File: src/rtl/riscv_clint_presc_if.sv
// AXI4 single-beat bus bundle between the tile IO crossbar and the CLINT.
// Only the fields the CLINT looks at are carried; the remaining AXI fields are
// ignored by the slave and so are left out of the bundle.
interface riscv_clint_presc_if #(
    parameter int unsigned ADDR_W = 64,
    parameter int unsigned DATA_W = 64,
    parameter int unsigned ID_W   = 10,
    parameter int unsigned USER_W = 1
);
    logic [ID_W-1:0]     aw_id;
    logic [ADDR_W-1:0]   aw_addr;
    logic [7:0]          aw_len;
    logic [2:0]          aw_size;
    logic                aw_valid;
    logic                aw_ready;

    logic [DATA_W-1:0]   w_data;
    logic [DATA_W/8-1:0] w_strb;
    logic                w_last;
    logic                w_valid;
    logic                w_ready;

    logic [ID_W-1:0]     b_id;
    logic [1:0]          b_resp;
    logic [USER_W-1:0]   b_user;
    logic                b_valid;
    logic                b_ready;

    logic [ID_W-1:0]     ar_id;
    logic [ADDR_W-1:0]   ar_addr;
    logic [7:0]          ar_len;
    logic [2:0]          ar_size;
    logic                ar_valid;
    logic                ar_ready;

    logic [ID_W-1:0]     r_id;
    logic [DATA_W-1:0]   r_data;
    logic [1:0]          r_resp;
    logic                r_last;
    logic [USER_W-1:0]   r_user;
    logic                r_valid;
    logic                r_ready;

    modport master (
        output aw_id, aw_addr, aw_len, aw_size, aw_valid,
        input  aw_ready,
        output w_data, w_strb, w_last, w_valid,
        input  w_ready,
        input  b_id, b_resp, b_user, b_valid,
        output b_ready,
        output ar_id, ar_addr, ar_len, ar_size, ar_valid,
        input  ar_ready,
        input  r_id, r_data, r_resp, r_last, r_user, r_valid,
        output r_ready
    );

    modport slave (
        input  aw_id, aw_addr, aw_len, aw_size, aw_valid,
        output aw_ready,
        input  w_data, w_strb, w_last, w_valid,
        output w_ready,
        output b_id, b_resp, b_user, b_valid,
        input  b_ready,
        input  ar_id, ar_addr, ar_len, ar_size, ar_valid,
        output ar_ready,
        output r_id, r_data, r_resp, r_last, r_user, r_valid,
        input  r_ready
    );
endinterface

File: src/rtl/riscv_clint_presc.sv
// CLINT with per-hart msip/mtimecmp, shared 64-bit mtime driven by a
// programmable prescaler, and a single-beat AXI4 slave front end.
module riscv_clint_presc #(
    parameter int unsigned AXI_ADDR_WIDTH   = 64,
    parameter int unsigned AXI_DATA_WIDTH   = 64,
    parameter int unsigned AXI_ID_WIDTH_SLV = 10,
    parameter int unsigned AXI_USER_WIDTH   = 1,
    parameter int unsigned NR_CORES         = 1,
    parameter int unsigned PRESC_RST        = 1
) (
    input  logic                clk,
    input  logic                rstn,
    riscv_clint_presc_if.slave  axi,
    output logic [NR_CORES-1:0] timer_irq,
    output logic [NR_CORES-1:0] ipi
);
    typedef enum logic [1:0] {WIdle, WData, WResp} w_state_e;
    typedef enum logic [0:0] {RIdle, RResp} r_state_e;
    typedef enum logic [2:0] {TgtNone, TgtMsip, TgtCmp, TgtCtrl, TgtTime} tgt_e;

    localparam logic [1:0] RespOkay   = 2'b00;
    localparam logic [1:0] RespSlvErr = 2'b10;

    w_state_e w_state_q, w_state_d;
    r_state_e r_state_q, r_state_d;
    logic     active_q;

    logic [AXI_ID_WIDTH_SLV-1:0] aw_id_q, r_id_q;
    logic [15:0]                 aw_addr_q;
    logic                        aw_err_q;
    logic [1:0]                  b_resp_q, r_resp_q;
    logic [AXI_DATA_WIDTH-1:0]   r_data_q;

    logic [63:0]         mtime_q, mtime_d;
    logic [15:0]         cnt_q, cnt_d, presc_q, presc_d;
    logic                en_q, en_d;
    logic [63:0]         mtimecmp_q [NR_CORES];
    logic [NR_CORES-1:0] msip_q, timer_irq_q, ipi_q;

    tgt_e        wr_tgt, rd_tgt;
    logic        wr_hs, wr_ok, rd_err;
    logic [31:0] wr_msip_idx, wr_cmp_idx, rd_msip_idx, rd_cmp_idx;
    logic [63:0] rd_data;

    function automatic tgt_e decode(input logic [15:0] a);
        tgt_e t;
        t = TgtNone;
        if (a[15:14] == 2'b00) begin
            if (32'(a[13:2]) < NR_CORES) t = TgtMsip;
        end else if (a[15:14] == 2'b01) begin
            if (32'(a[13:3]) < NR_CORES) t = TgtCmp;
        end else if (a[15:3] == 13'h17FE) begin
            t = TgtCtrl;
        end else if (a[15:3] == 13'h17FF) begin
            t = TgtTime;
        end
        return t;
    endfunction

    function automatic logic [63:0] merge(input logic [63:0] old, input logic [63:0] wd,
                                          input logic [7:0] strb);
        logic [63:0] r;
        for (int b = 0; b < 8; b++) r[b*8 +: 8] = strb[b] ? wd[b*8 +: 8] : old[b*8 +: 8];
        return r;
    endfunction

    assign wr_tgt      = decode(aw_addr_q);
    assign rd_tgt      = decode(axi.ar_addr[15:0]);
    assign wr_msip_idx = 32'(aw_addr_q[13:2]);
    assign wr_cmp_idx  = 32'(aw_addr_q[13:3]);
    assign rd_msip_idx = 32'(axi.ar_addr[13:2]);
    assign rd_cmp_idx  = 32'(axi.ar_addr[13:3]);
    assign wr_hs       = axi.w_valid && axi.w_ready;
    assign wr_ok       = wr_hs && !aw_err_q && (wr_tgt != TgtNone);
    assign rd_err      = (rd_tgt == TgtNone) || (axi.ar_len != 8'd0);

    // Write channel FSM: AW, then one W beat, then B held until accepted.
    always_comb begin
        w_state_d    = w_state_q;
        axi.aw_ready = 1'b0;
        axi.w_ready  = 1'b0;
        axi.b_valid  = 1'b0;
        unique case (w_state_q)
            WIdle: begin
                axi.aw_ready = active_q;
                if (active_q && axi.aw_valid) w_state_d = WData;
            end
            WData: begin
                axi.w_ready = 1'b1;
                if (axi.w_valid) w_state_d = WResp;
            end
            WResp: begin
                axi.b_valid = 1'b1;
                if (axi.b_ready) w_state_d = WIdle;
            end
            default: w_state_d = WIdle;
        endcase
    end

    // Read channel FSM: data is snapshotted at AR, so R stays stable under backpressure.
    always_comb begin
        r_state_d    = r_state_q;
        axi.ar_ready = 1'b0;
        axi.r_valid  = 1'b0;
        axi.r_last   = 1'b0;
        unique case (r_state_q)
            RIdle: begin
                axi.ar_ready = active_q;
                if (active_q && axi.ar_valid) r_state_d = RResp;
            end
            RResp: begin
                axi.r_valid = 1'b1;
                axi.r_last  = 1'b1;
                if (axi.r_ready) r_state_d = RIdle;
            end
            default: r_state_d = RIdle;
        endcase
    end

    // FSM state and the ready-enable that keeps the slave quiet while in reset.
    always_ff @(posedge clk or negedge rstn) begin
        if (!rstn) begin
            w_state_q <= WIdle;
            r_state_q <= RIdle;
            active_q  <= 1'b0;
        end else begin
            w_state_q <= w_state_d;
            r_state_q <= r_state_d;
            active_q  <= 1'b1;
        end
    end

    // Read data mux over the current register contents.
    always_comb begin
        rd_data = '0;
        unique case (rd_tgt)
            TgtMsip: begin
                for (int i = 0; i < NR_CORES; i++) begin
                    if (rd_msip_idx == 32'(i)) begin
                        rd_data = axi.ar_addr[2] ? {31'b0, msip_q[i], 32'b0} : {63'b0, msip_q[i]};
                    end
                end
            end
            TgtCmp: begin
                for (int i = 0; i < NR_CORES; i++) begin
                    if (rd_cmp_idx == 32'(i)) rd_data = mtimecmp_q[i];
                end
            end
            TgtCtrl: rd_data = {32'b0, en_q, 15'b0, presc_q};
            TgtTime: rd_data = mtime_q;
            default: rd_data = '0;
        endcase
        if (rd_err) rd_data = '0;
    end

    // Transaction bookkeeping: AW latch, B response and R snapshot.
    always_ff @(posedge clk or negedge rstn) begin
        if (!rstn) begin
            aw_id_q   <= '0;
            aw_addr_q <= '0;
            aw_err_q  <= 1'b0;
            b_resp_q  <= RespOkay;
            r_id_q    <= '0;
            r_data_q  <= '0;
            r_resp_q  <= RespOkay;
        end else begin
            if (axi.aw_valid && axi.aw_ready) begin
                aw_id_q   <= axi.aw_id;
                aw_addr_q <= axi.aw_addr[15:0];
                aw_err_q  <= (axi.aw_len != 8'd0);
            end
            if (wr_hs) b_resp_q <= wr_ok ? RespOkay : RespSlvErr;
            if (axi.ar_valid && axi.ar_ready) begin
                r_id_q   <= axi.ar_id;
                r_data_q <= rd_data;
                r_resp_q <= rd_err ? RespSlvErr : RespOkay;
            end
        end
    end

    // Timebase next state; a bus write to mtime overrides that cycle's increment.
    always_comb begin
        cnt_d   = cnt_q;
        mtime_d = mtime_q;
        presc_d = presc_q;
        en_d    = en_q;
        if (en_q) begin
            if (cnt_q == presc_q) begin
                cnt_d   = '0;
                mtime_d = mtime_q + 64'd1;
            end else begin
                cnt_d = cnt_q + 16'd1;
            end
        end
        if (wr_ok && wr_tgt == TgtCtrl) begin
            cnt_d = '0;
            if (axi.w_strb[0]) presc_d[7:0]  = axi.w_data[7:0];
            if (axi.w_strb[1]) presc_d[15:8] = axi.w_data[15:8];
            if (axi.w_strb[3]) en_d          = axi.w_data[31];
        end
        if (wr_ok && wr_tgt == TgtTime) mtime_d = merge(mtime_q, axi.w_data, axi.w_strb);
    end

    // Timebase registers.
    always_ff @(posedge clk or negedge rstn) begin
        if (!rstn) begin
            cnt_q   <= '0;
            mtime_q <= '0;
            presc_q <= 16'(PRESC_RST);
            en_q    <= 1'b1;
        end else begin
            cnt_q   <= cnt_d;
            mtime_q <= mtime_d;
            presc_q <= presc_d;
            en_q    <= en_d;
        end
    end

    // Per-hart msip/mtimecmp storage and registered interrupt outputs.
    always_ff @(posedge clk or negedge rstn) begin
        if (!rstn) begin
            msip_q      <= '0;
            timer_irq_q <= '0;
            ipi_q       <= '0;
            for (int i = 0; i < NR_CORES; i++) mtimecmp_q[i] <= '1;
        end else begin
            for (int i = 0; i < NR_CORES; i++) begin
                if (wr_ok && wr_tgt == TgtMsip && wr_msip_idx == 32'(i) &&
                    (aw_addr_q[2] ? axi.w_strb[4] : axi.w_strb[0])) begin
                    msip_q[i] <= aw_addr_q[2] ? axi.w_data[32] : axi.w_data[0];
                end
                if (wr_ok && wr_tgt == TgtCmp && wr_cmp_idx == 32'(i)) begin
                    mtimecmp_q[i] <= merge(mtimecmp_q[i], axi.w_data, axi.w_strb);
                end
                timer_irq_q[i] <= (mtime_q >= mtimecmp_q[i]);
            end
            ipi_q <= msip_q;
        end
    end

    assign axi.b_id   = aw_id_q;
    assign axi.b_resp = b_resp_q;
    assign axi.b_user = {AXI_USER_WIDTH{1'b0}};
    assign axi.r_id   = r_id_q;
    assign axi.r_data = r_data_q;
    assign axi.r_resp = r_resp_q;
    assign axi.r_user = {AXI_USER_WIDTH{1'b0}};
    assign timer_irq  = timer_irq_q;
    assign ipi        = ipi_q;

    logic unused_bits;
    assign unused_bits = ^{axi.aw_addr[AXI_ADDR_WIDTH-1:16], axi.ar_addr[AXI_ADDR_WIDTH-1:16],
                           axi.ar_addr[1:0], aw_addr_q[1:0], axi.aw_size, axi.ar_size,
                           axi.w_last};
endmodule

File: src/flat_wrapper.sv
// flat-port wrapper written by rule: the top's interface ports become plain ports
module riscv_clint_presc_flat 
#(
    parameter int unsigned AXI_ADDR_WIDTH   = 64,
    parameter int unsigned AXI_DATA_WIDTH   = 64,
    parameter int unsigned AXI_ID_WIDTH_SLV = 10,
    parameter int unsigned AXI_USER_WIDTH   = 1,
    parameter int unsigned NR_CORES         = 1,
    parameter int unsigned PRESC_RST        = 1
)
  (clk, rstn, timer_irq, ipi, axi_aw_id, axi_aw_addr, axi_aw_len, axi_aw_size, axi_aw_valid, axi_aw_ready, axi_w_data, axi_w_strb, axi_w_last, axi_w_valid, axi_w_ready, axi_b_id, axi_b_resp, axi_b_user, axi_b_valid, axi_b_ready, axi_ar_id, axi_ar_addr, axi_ar_len, axi_ar_size, axi_ar_valid, axi_ar_ready, axi_r_id, axi_r_data, axi_r_resp, axi_r_last, axi_r_user, axi_r_valid, axi_r_ready);
  riscv_clint_presc_if #(.ADDR_W(64), .DATA_W(64), .ID_W(10), .USER_W(1)) axi_i ();
  input  logic clk;
  input  logic rstn;
  output logic [NR_CORES-1:0] timer_irq;
  output logic [NR_CORES-1:0] ipi;
  input wire logic [$bits(axi_i.aw_id)-1:0] axi_aw_id;
  input wire logic [$bits(axi_i.aw_addr)-1:0] axi_aw_addr;
  input wire logic [$bits(axi_i.aw_len)-1:0] axi_aw_len;
  input wire logic [$bits(axi_i.aw_size)-1:0] axi_aw_size;
  input wire logic [$bits(axi_i.aw_valid)-1:0] axi_aw_valid;
  output wire logic [$bits(axi_i.aw_ready)-1:0] axi_aw_ready;
  input wire logic [$bits(axi_i.w_data)-1:0] axi_w_data;
  input wire logic [$bits(axi_i.w_strb)-1:0] axi_w_strb;
  input wire logic [$bits(axi_i.w_last)-1:0] axi_w_last;
  input wire logic [$bits(axi_i.w_valid)-1:0] axi_w_valid;
  output wire logic [$bits(axi_i.w_ready)-1:0] axi_w_ready;
  output wire logic [$bits(axi_i.b_id)-1:0] axi_b_id;
  output wire logic [$bits(axi_i.b_resp)-1:0] axi_b_resp;
  output wire logic [$bits(axi_i.b_user)-1:0] axi_b_user;
  output wire logic [$bits(axi_i.b_valid)-1:0] axi_b_valid;
  input wire logic [$bits(axi_i.b_ready)-1:0] axi_b_ready;
  input wire logic [$bits(axi_i.ar_id)-1:0] axi_ar_id;
  input wire logic [$bits(axi_i.ar_addr)-1:0] axi_ar_addr;
  input wire logic [$bits(axi_i.ar_len)-1:0] axi_ar_len;
  input wire logic [$bits(axi_i.ar_size)-1:0] axi_ar_size;
  input wire logic [$bits(axi_i.ar_valid)-1:0] axi_ar_valid;
  output wire logic [$bits(axi_i.ar_ready)-1:0] axi_ar_ready;
  output wire logic [$bits(axi_i.r_id)-1:0] axi_r_id;
  output wire logic [$bits(axi_i.r_data)-1:0] axi_r_data;
  output wire logic [$bits(axi_i.r_resp)-1:0] axi_r_resp;
  output wire logic [$bits(axi_i.r_last)-1:0] axi_r_last;
  output wire logic [$bits(axi_i.r_user)-1:0] axi_r_user;
  output wire logic [$bits(axi_i.r_valid)-1:0] axi_r_valid;
  input wire logic [$bits(axi_i.r_ready)-1:0] axi_r_ready;
  assign axi_i.aw_id = axi_aw_id;
  assign axi_i.aw_addr = axi_aw_addr;
  assign axi_i.aw_len = axi_aw_len;
  assign axi_i.aw_size = axi_aw_size;
  assign axi_i.aw_valid = axi_aw_valid;
  assign axi_aw_ready = axi_i.aw_ready;
  assign axi_i.w_data = axi_w_data;
  assign axi_i.w_strb = axi_w_strb;
  assign axi_i.w_last = axi_w_last;
  assign axi_i.w_valid = axi_w_valid;
  assign axi_w_ready = axi_i.w_ready;
  assign axi_b_id = axi_i.b_id;
  assign axi_b_resp = axi_i.b_resp;
  assign axi_b_user = axi_i.b_user;
  assign axi_b_valid = axi_i.b_valid;
  assign axi_i.b_ready = axi_b_ready;
  assign axi_i.ar_id = axi_ar_id;
  assign axi_i.ar_addr = axi_ar_addr;
  assign axi_i.ar_len = axi_ar_len;
  assign axi_i.ar_size = axi_ar_size;
  assign axi_i.ar_valid = axi_ar_valid;
  assign axi_ar_ready = axi_i.ar_ready;
  assign axi_r_id = axi_i.r_id;
  assign axi_r_data = axi_i.r_data;
  assign axi_r_resp = axi_i.r_resp;
  assign axi_r_last = axi_i.r_last;
  assign axi_r_user = axi_i.r_user;
  assign axi_r_valid = axi_i.r_valid;
  assign axi_i.r_ready = axi_r_ready;
  riscv_clint_presc #(.AXI_ADDR_WIDTH(AXI_ADDR_WIDTH), .AXI_DATA_WIDTH(AXI_DATA_WIDTH), .AXI_ID_WIDTH_SLV(AXI_ID_WIDTH_SLV), .AXI_USER_WIDTH(AXI_USER_WIDTH), .NR_CORES(NR_CORES), .PRESC_RST(PRESC_RST)) u_core (.clk(clk), .rstn(rstn), .axi(axi_i), .timer_irq(timer_irq), .ipi(ipi));
endmodule
File: config.mk
export PLATFORM = sky130hd
export DESIGN_NAME = riscv_clint_presc_flat
export DESIGN_NICKNAME = d
export VERILOG_FILES = /design/src/rtl/riscv_clint_presc_if.sv /design/src/rtl/riscv_clint_presc.sv /design/src/flat_wrapper.sv
export SDC_FILE = /design/constraint.sdc
export NUM_CORES = 1
export LEC_CHECK = 0
export BUFFER_PORTS_ARGS = -buffer_cell sky130_fd_sc_hd__buf_2
export CORE_UTILIZATION = 29
export DETAILED_ROUTE_END_ITERATION = 7
export GPL_TIMING_DRIVEN = 0
export SKIP_CTS_REPAIR_TIMING = 1
export SLEW_MARGIN = 20
export SYNTH_ARGS = -nofsm -noshare
export SYNTH_HDL_FRONTEND = slang
export SYNTH_SLANG_ARGS = --single-unit
File: constraint.sdc
create_clock -name clk -period 7 [get_ports clk]
set_clock_uncertainty 0.1 [all_clocks]
set_input_delay 1.4 -clock clk [delete_from_list [all_inputs] [get_ports clk]]
set_output_delay 1.4 -clock clk [all_outputs]
set_load 0.005 [all_outputs]
# Word-level counts from Yosys, hierarchy flattened
# Index checks and enable logic that the tools add are counted.
[totals] reg_bits=273
[classes] n_addsub=2 order_cmp=5 eq_ne=28 mux=47 bitwise_logic=1 n_reduce_logical=50
[op_table] operator="64-bit 2-to-1 mux" count=6
[op_table] operator="64-bit case mux with 4 select lines" count=1
[op_table] operator="32-bit logical NOT" count=4
[op_table] operator="64-bit by 1-bit adder with 64-bit output (second input constant)" count=1
[op_table] operator="64-bit >= comparator" count=1
[op_table] operator="8-bit 2-to-1 mux" count=8
[op_table] operator="13-bit == test (second input constant)" count=4
[op_table] operator="16-bit 2-to-1 mux" count=3
[op_table] operator="33-bit 2-to-1 mux" count=1
[op_table] operator="3-bit AND reduction" count=9
[op_table] operator="12-bit by 1-bit less-than comparator with 1-bit output (second input constant)" count=2
[op_table] operator="3-bit 2-to-1 mux" count=8
[op_table] operator="11-bit by 1-bit less-than comparator with 1-bit output (second input constant)" count=2
[op_table] operator="2-bit AND reduction" count=11
[op_table] operator="2-bit inequality test (second input constant)" count=10
[op_table] operator="16-bit by 1-bit adder with 16-bit output (second input constant)" count=1
[op_table] operator="16-bit == test" count=1
[op_table] operator="8-bit nonzero test" count=2
[op_table] operator="1-bit logical AND" count=14
[op_table] operator="2-bit 2-to-1 mux" count=7
[op_table] operator="3-bit by 2-bit == test with 1-bit output (second input constant)" count=4
[op_table] operator="1-bit 2-to-1 mux" count=11
[op_table] operator="2-bit by 1-bit == test with 1-bit output (second input constant)" count=3
[op_table] operator="3-bit by 1-bit == test with 1-bit output (second input constant)" count=2
[op_table] operator="12 further kinds" count=17

# Depth between registers and ports, before layout
# Gate-level depths: netlist (run 1).
[depth] depth_word=10 depth_mapped=9

# Least setup slack after synthesis (run 1)
# Ideal clock, no wire load.
[synth_timing] path_type="input-to-reg" startpoint="input axi_w_valid" endpoint="register u_core.mtime_q[58]" setup_time_ps=77 arrival_time_ps=3087 t_required_ps=6823 setup_slack_ps=3736 cell_stages=8 n_path_buf=2 path_cell_list="nor4bb_2 -> and3_1 -> buf_2 -> a21oi_1 -> buf_2 -> nand2_1 -> or4_1 -> a21oi_1"
[synth_between] elab_chain_cells=6 word_cells_on_any_way=9 classes_between="1 x eq/ne; 1 x mux; 7 x reduce/logical"
[synth_lines] element="start: declaration" line_no="flat_wrapper.sv:26" text="input wire logic [$bits(axi_i.w_valid)-1:0] axi_w_valid;"
[synth_lines] element="1-bit logical AND *" line_no="riscv_clint_presc.sv:73" text="assign wr_hs = axi.w_valid && axi.w_ready;"
[synth_lines] element="1-bit logical AND * (2 in a row)" line_no="riscv_clint_presc.sv:74" text="assign wr_ok = wr_hs && !aw_err_q && (wr_tgt != TgtNone);"
[synth_lines] element="1-bit logical AND *" line_no="riscv_clint_presc.sv:201" text="if (wr_ok && wr_tgt == TgtTime) mtime_d = merge(mtime_q, axi.w_data, axi.w_strb);"
[synth_lines] element="2-bit inequality test (no source line) / 2-bit nonzero test (equally long branches)"
[synth_lines] element="3-bit AND reduction (no source line)"
[synth_lines] element="end signal: assignment" line_no="riscv_clint_presc.sv:213" text="mtime_q <= mtime_d;"
[synth_lines] element="end: declaration" line_no="riscv_clint_presc.sv:34" text="logic [63:0] mtime_q, mtime_d;"
# Every way passes the cells marked *; elsewhere a longest branch is shown, timed or not.
# A chain may end at the register's enable or synchronous reset.

# Worst setup path after layout (run 1)
# Ends and elaborated chain as after synthesis.

==> impl_results.md, run 1 <==
* Full die area at about 52000 sq um
* Hold Path Class: reg2reg
* MaxCap Viol Count at 0
* Wire length of the first global-routing pass at just under 80 mm
* TritonRoute pass-1 iters at 6
* R2R cell count at 8
* Die width at 228 um
* Crit. End Element: register
* Initial Util at 29.5%
* Pin count of the biggest net entering global routing at 97
* Count of cell types in the netlist at 72
* Setup-failing EPs final at 0
* CTS H-tree depth at 1
* NetSw at approximately 0.00088 W
* Design area at 18100 sq um
* RSZ-0062 raised after global routing: no
* Seq pwr share at 44.8%
* Post-DP HPWL at 38.9 mm
* Outcome: complete, no violations
* Hold Path Stages at 0
* Leak pwr at around 8 nW
* Arr. time, crit path at 4.13 ns
* Synth Cell Area at approximately 15000 sq um
* Net switching share of the total power at roughly a quarter
* Comb power frac at under 10%
* Hold path endpoint: u_core.ipi$_DFF_PN0_
* Die Span Y at roughly 230 um
* DP Worst Slack at 2.69 ns
* Total Wirelength at about 51 mm
* Commonest non-fill, non-tap cells in the layout: 247 x buf_2, 203 x dfrtp_1, 198 x nand2_1, 128 x o21ai_0, 106 x mux2_2
* CP Class: in2reg
* PwrDens at approximately 210 nW/um^2
* TritonCTS clock tree: built
* Placed cell area at 17000 sq um
* Worst VDD drop at between 150 and 200 uV
* Vias per cell at ~5.4
* Gpl congestion at 0.906
* Final period util at a little over half
* Sequential element share of the synthesized area at 45.9%
* Row count at 82
* Power share of the clock group at 48.1%
* CP Data Required Time at around 7.3 ns
* Vias in the first global route at 13200
* Fin. Hold Viols at 0
* Clock Latency Late Sink at 0.57 ns
* Via count at ~13000
* GRT Overall Usage at 19.3%
* Final Max Tran Viols at 0
* Worst-Margin Slew at around 1.2 ns
* Core Box Area at between 50000 and 60000 sq um
* FF+latch count, synth at approximately 270
* CP Max Fanout at 10
* Synth Instances at ~1500
* Clk root buf: clkbuf_16
* Number of remaining DRC errors at 0
* Clk sinks at 269
* CTS buffer count at 30
* Rel. slew slack at 22.1%
* RR Endpoint: u_core.mtime_q[46]$_DFFE_PN0P_
* Area delta synth->final at 22.2%
* Post-route minimum period at between 3 and 4 ns
* Worst Slack Setup Final at roughly 3.2 ns
* Antenna-violating nets left at 0
* Nets at ~2100
* Initial antenna violation count at 13
* Fmax at between 200 and 300 MHz
* Worst reg2reg setup slack at between 3 and 4 ns
* Internal Dissipation at roughly 0.0029 W
* Buffers on Ports at roughly 240
* Commonest non-fill, non-tap cell in the layout: buf_2
* Largest buffer count on any clock path at 3
* Clk slew on worst S/H paths at about 0.06 ns
* Share of cells above drive strength 1 at about 28%
* Io pins at around 350
* EDFF count, synth at 0
* Total gr overflow at 0
* Most used DFF post-synth: dfrtp_1
* WL per Instance at between 20 and 25 um
* Hold path start: u_core.msip_q$_DFFE_PN0P_
* Synth warn at 0
* Syn Area/Cell at 9.65 sq um
* Initial drt markers at between 1000 and 1500
* Ys async rst share at 100%
* Startpoint types: input pin
* Worst r2r src: u_core.presc_q[0]$_DFFE_PN1P_
## sequential cells by signal (all words and copies together), names as in the netlist
signal and count:
u_core.aw_addr_q 14, u_core.ipi 1, u_core.mtimecmp_q 64, u_core.axi.b_id 10, u_core.timer_irq 1, u_core.w_state_q 2, u_core.en_q 1, u_core.axi.r_data 64
u_core.msip_q 1, u_core.axi.r_resp 1, u_core.axi.b_resp 1, u_core.mtime_q 64, u_core.r_state_q 1, u_core.axi.r_id 10, u_core.presc_q 16, u_core.cnt_q 16
u_core.aw_err_q 1, u_core.active_q 1
## critical path, cell delays in order
cell	delay, ns
buf_2	0.10
nor4bb_2	0.45
nand3_1	0.19
nor2_1	0.79
clkbuf_1	0.77
nand2_1	0.17
o22ai_1	0.20
a21oi_1	0.06
## power groups by stage
stage          clock [W]  combinational, W  sequential, W
6_report         0.00180          0.000268        0.00168
5_1_grt          0.00190          0.000296        0.00169
4_1_cts          0.00183          0.000275        0.00168
3_5_place_dp           0          0.000274        0.00170
3_3_place_gp           0          0.000259        0.00170
2_1_floorplan          0          0.000103        0.00170
## layer usage
metal | GRT usage (%) | vias up | part of all wire, % | wire, um
met2 | 30.9 | 524 | 46 | 23700
met5 | 0 | - | 0.20 | 103
met1 | 26.1 | 6634 | 43 | 22300
met3 | 4.41 | 92 | 8.0 | 4110
li1 | - | 6228 | - | -
met4 | 4.99 | 16 | 2.3 | 1160
## final cells by class
class | count | area (sq um)
Fill cell | 5068 | 32100
Multi-Input combinational cell | 1117 | 7420
Sequential cell | 269 | 6810
Timing Repair Buffer | 240 | 1290
Clock buffer | 39 | 856
Tap cell | 672 | 841
Buffer | 77 | 335
Inverter | 78 | 293
Clock inverter | 17 | 274
Antenna cell | 4 | 10.0
## stage by stage
step	instances	setup TNS, ns	utilization (%)	hold WS (ns)	total power (W)
after floorplan	1541	0	-	0.270	0.00180
after global placement	2448	-121.26	33.5	0.288	0.00196
after detailed placement	2453	0	33.8	0.300	0.00198
after CTS	2509	0	36.1	0.316	0.00379
after global routing	2509	0	36.1	0.332	0.00388
final	2513	0	36.1	0.312	0.00375
## logic make-up (layout without fill, tap and decap cells)
logic type | after synthesis | in the layout | share of synthesized area [%]
other | 2 | 9 | 0.0506
DFF | 269 | 269 | 45.9
and+or+nand+nor | 500 | 500 | 17.1
AOI/OAI and AO/OA | 419 | 419 | 17.8
muxes | 111 | 111 | 8.38
adders and majority gates | 66 | 66 | 5.57
xor gates and xnor gates | 16 | 16 | 0.944
buffers and inverters | 155 | 451 | 4.23
## cells in the mapped netlist (6+ instances only)
| cell | instances | share of area (%) |
|---|---|---|
| dfrtp_1 | 203 | 34 |
| nand2_1 | 198 | 5.0 |
| o21ai_0 | 128 | 4.3 |
| mux2_2 | 106 | 8.0 |
| a21oi_1 | 99 | 3.3 |
| inv_1 | 78 | 2.0 |
| dfstp_2 | 66 | 12 |
| ha_1 | 66 | 5.6 |
| nor2_1 | 59 | 1.5 |
| clkbuf_1 | 52 | 1.3 |
| nand3_1 | 52 | 1.8 |
| a22oi_1 | 51 | 2.6 |
| nor3_1 | 44 | 1.5 |
| nand4_1 | 35 | 1.5 |
| and3_1 | 21 | 0.89 |
| nor4_1 | 20 | 0.84 |
| o22a_1 | 17 | 1.0 |
| a222oi_1 | 16 | 1.1 |
| and4_1 | 16 | 0.94 |
| o22ai_1 | 16 | 0.67 |
| xnor2_1 | 16 | 0.94 |
| a21o_1 | 13 | 0.66 |
| a31oi_1 | 13 | 0.55 |
| buf_2 | 13 | 0.44 |
| and2_1 | 11 | 0.46 |
| nand2b_1 | 8 | 0.34 |
| o32ai_1 | 8 | 0.47 |
| a211oi_1 | 7 | 0.35 |
| buf_4 | 6 | 0.30 |
| or3_1 | 6 | 0.25 |
## worst max-delay path by stage
stage | start | slack, ns | cells past startpoint | end
2_1_floorplan | axi_w_valid | 3.74 | 8 | u_core.mtime_q[58]$_DFFE_PN0P_
3_3_place_gp | rstn | -0.63 | 1 | u_core.axi.r_data[59]$_DFFE_PN0P_
3_5_place_dp | axi_w_valid | 2.69 | 8 | u_core.mtime_q[58]$_DFFE_PN0P_
4_1_cts | axi_w_valid | 3.27 | 8 | u_core.mtime_q[58]$_DFFE_PN0P_
5_1_grt | axi_w_valid | 2.99 | 8 | u_core.mtime_q[36]$_DFFE_PN0P_
6_report | axi_w_valid | 3.21 | 8 | u_core.mtime_q[58]$_DFFE_PN0P_
(Power assumes the default switching activity.)
==> run 2: changes to the inputs <==
--- a/config.mk
+++ b/config.mk
@@ -5,6 +5,7 @@
 export SDC_FILE = /design/constraint.sdc
 export NUM_CORES = 1
 export LEC_CHECK = 0
+export ABC_AREA = 1
 export BUFFER_PORTS_ARGS = -buffer_cell sky130_fd_sc_hd__buf_2
 export CORE_UTILIZATION = 29
 export DETAILED_ROUTE_END_ITERATION = 7
==> constraint.sdc (replaced) <==
create_clock -name clk -period 3.25 [get_ports clk]
set_clock_uncertainty 0.1 [all_clocks]
set_input_delay 0.65 -clock clk [delete_from_list [all_inputs] [get_ports clk]]
set_output_delay 0.65 -clock clk [all_outputs]
set_load 0.005 [all_outputs]
==> run 2 against run 1 <==
Utilization shrank 0.75 points; sequential share of layout area decreased by 4.9 points; highest routed layer unchanged; total power rose by 140%; combinational power rose to 3.8 times the previous value; cell count up 45%; die area is 16% higher; critical endpoint is now u_core.axi.r_data[35]$_DFFE_PN0P_; largest cell class unchanged; hold slack got worse by 0.14 ns.
==> impl_results.md, run 2 <==
* Die width at around 250 um
* TritonRoute pass-1 iters at 5
* # fillers at around 6500
* PwrDens at around 440 nW/um^2
* Met2 wire length at just over 30 mm
* GRT Overall Usage at 22.4%
* Sequential element share of the synthesized area at about 39%
* CP Max Fanout at 10
* CP Data Required Time at between 3 and 4 ns
* Final setup TNS at 0 ns
* Buffers on Ports at roughly 240
* Leak pwr at 10.9 nW
* Count of cell types in the netlist at 40
* Initial Util at 29.3%
* Comb power frac at around 11%
* Footprint of the multi-input gates at between 9000 and 10000 sq um
* Commonest non-fill, non-tap cell in the layout: nand2_1
* Io pins at 348
* Area leader, netlist: dfrtp_1
* Gpl congestion at 0.958
* NetSw at 0.00254 W
* Most frequent cell after synthesis: nand2_1
* FF+latch count, synth at 269
* Initial drt markers at 1646
* Largest buffer count on any clock path at 3
* Final Max Tran Viols at 0
* Fmax at 326 MHz
* Met3 WL at approximately 5.3 mm
* Synth Cell Area at 17300 sq um
* Clk root buf: clkbuf_16
* Worst-Margin Slew at around 1.2 ns
* CTS buffer count at 37
* CP Class: in2reg
* Post-route minimum period at roughly 3 ns
* Synth warn at 0
* Row count at ~90
* Number of remaining DRC errors at 0
* Ranking of synthesized cells by area: dfrtp_1 29%, nand2_1 21%, dfstp_2 10%
* Full die area at 60600 sq um
* EDFF count, synth at 0
* Ys async rst share at 100%
* Power share of the clock group at 47.8%
* Synth Instances at between 2000 and 3000
* Internal Dissipation at about 0.0066 W
* Area delta synth->final at 20.5%
* Final period util at 94.5%
* Hold Path Class: in2reg
* RSZ-0062 raised after global routing: no
* Total gr overflow at 0
* Seq pwr share at 41.1%
* Most used DFF post-synth: dfrtp_1
* TritonCTS clock tree: built
* Wire length of the first global-routing pass at ~100 mm
* Startpoint types: input pin
* Clk sinks at 269
* MaxCap Viol Count at 0
* CTS H-tree depth at 2
* Setup-failing EPs final at 0
* Tot Pwr at around 0.0091 W
* Net switching share of the total power at between 20% and 30%
* Syn Area/Cell at about 6.8 sq um
* Synth cell count leaders: 966 x nand2_1, 284 x nand3_1, 278 x inv_1
* CP max stage delay at 0.70 ns
* Rel. slew slack at between 20% and 30%
* Core Box Area at between 50000 and 60000 sq um
* Via count at roughly 18000
* Outcome: complete, no violations
* CP Cell Sequence: buf_2 > inv_1 > nand2_1 > nor2_1 > nand3_1 > a31oi_1 > buf_2 > buf_2 > nand3_1 > nand2_1
* Initial antenna violation count at 13
* WL per Instance at 18.8 um
* Crit. End Element: register
* Clock Latency Late Sink at about 0.56 ns
* Arr. time, crit path at about 3.5 ns
* Critical-path top delay cell: nand3_1
* Clk slew on worst S/H paths at around 0.060 ns
* Antenna-violating nets left at 0
* Die Span Y at 246 um
* Total Wirelength at around 70 mm
* Pin count of the biggest net entering global routing at 82
* Share of cells above drive strength 1 at 16.0%
* Sequential cell area at ~6800 sq um
* Fin. Hold Viols at 0
* Commonest non-fill, non-tap cells in the layout: 966 x nand2_1, 284 x nand3_1, 278 x inv_1, 255 x buf_2, 203 x dfrtp_1
* Nets at roughly 3200
* Post-synth top area share at between 20% and 30%
* Vias in the first global route at 16700
* Worst path most repeated cell: buf_2
* Worst VDD drop at 326 uV
* Top Metal Used: met5
* Met1 WL at between 30 and 40 mm
* Vias per cell at between 4 and 5
* Post-DP HPWL at approximately 52 mm
-- run 2: routing by layer --
metal | global-route usage, % | up-vias
met3 | 3.33 | 137
met4 | 8.81 | 16
li1 | - | 8755
met1 | 30.7 | 8363
met5 | 0 | -
met2 | 35.1 | 726
-- run 2: power groups by stage --
stage,Sequential (W),Combinational (W),Clock [W]
floorplan,0.00377,0.000515,0
global placement,0.00380,0.00100,0
detailed placement,0.00380,0.00103,0
CTS,0.00375,0.00103,0.00447
global route,0.00378,0.00116,0.00458
finish,0.00375,0.00102,0.00436
-- run 2: cell families (layout without fill, tap and decap cells) --
group / Yosys count / count (layout) / synth area share [%]
flip-flops: 269 / 269 / 39.4
AO/OA/AOI/OAI: 172 / 172 / 5.28
buffers and inverters: 372 / 678 / 8.49
XOR/XNOR: 18 / 18 / 0.912
adder cells (fa/ha/maj): 66 / 66 / 4.78
AND/OR/NAND/NOR: 1655 / 1655 / 41.1
other: 2 / 7 / 0.0434
-- run 2: layout make-up --
cell class,count,share of cell area (%)
Inverter,282,5.08
Buffer,90,1.97
Clock buffer,48,4.93
Antenna cell,2,0.0240
Timing Repair Buffer,239,6.13
Multi-Input combinational cell,1916,43.3
Clock inverter,19,1.25
Sequential cell,269,32.7
Tap cell,773,4.64
-- run 2: stage by stage --
stage | cell area [sq um] | cells | hold slack (ns) | util, % | worst slack (ns)
3_5_place_dp | 19500 | 3568 | 0.265 | 33.1 | -0.384
5_1_grt | 20800 | 3636 | 0.166 | 35.3 | 0.0980
3_3_place_gp | 19400 | 3565 | 0.256 | 32.9 | -3.97
6_report | 20800 | 3638 | 0.169 | 35.3 | 0.180
2_1_floorplan | 17300 | 2557 | 0.254 | - | 1.24
4_1_cts | 20800 | 3635 | -0.115 | 35.3 | 0.167
-- run 2: path summary, 6_finish.rpt --
kind,end,slack (ns),depth (start not counted),from
max,u_core.axi.r_data[35]$_DFFE_PN0P_,0.18,10,axi_ar_addr[14]
min,u_core.w_state_q[1]$_DFFE_PN0P_,0.17,2,axi_b_ready
max reg2reg,u_core.axi.r_data[35]$_DFFE_PN0P_,0.25,8,u_core.active_q$_DFF_PN0_
min reg2reg,u_core.ipi$_DFF_PN0_,0.28,0,u_core.msip_q$_DFFE_PN0P_
max in group asynchronous,u_core.mtimecmp_q[57]$_DFFE_PN1P_,1.39,4,rstn
min in group asynchronous,u_core.presc_q[3]$_DFFE_PN0P_,0.50,2,rstn
-- run 2: worst max-delay path: cells and delay by family --
kind | cells | cell delay, ns
AO/OA/AOI/OAI | 1 | 0.47
buffers and inverters | 4 | 0.98
AND/OR/NAND/NOR | 5 | 1.35
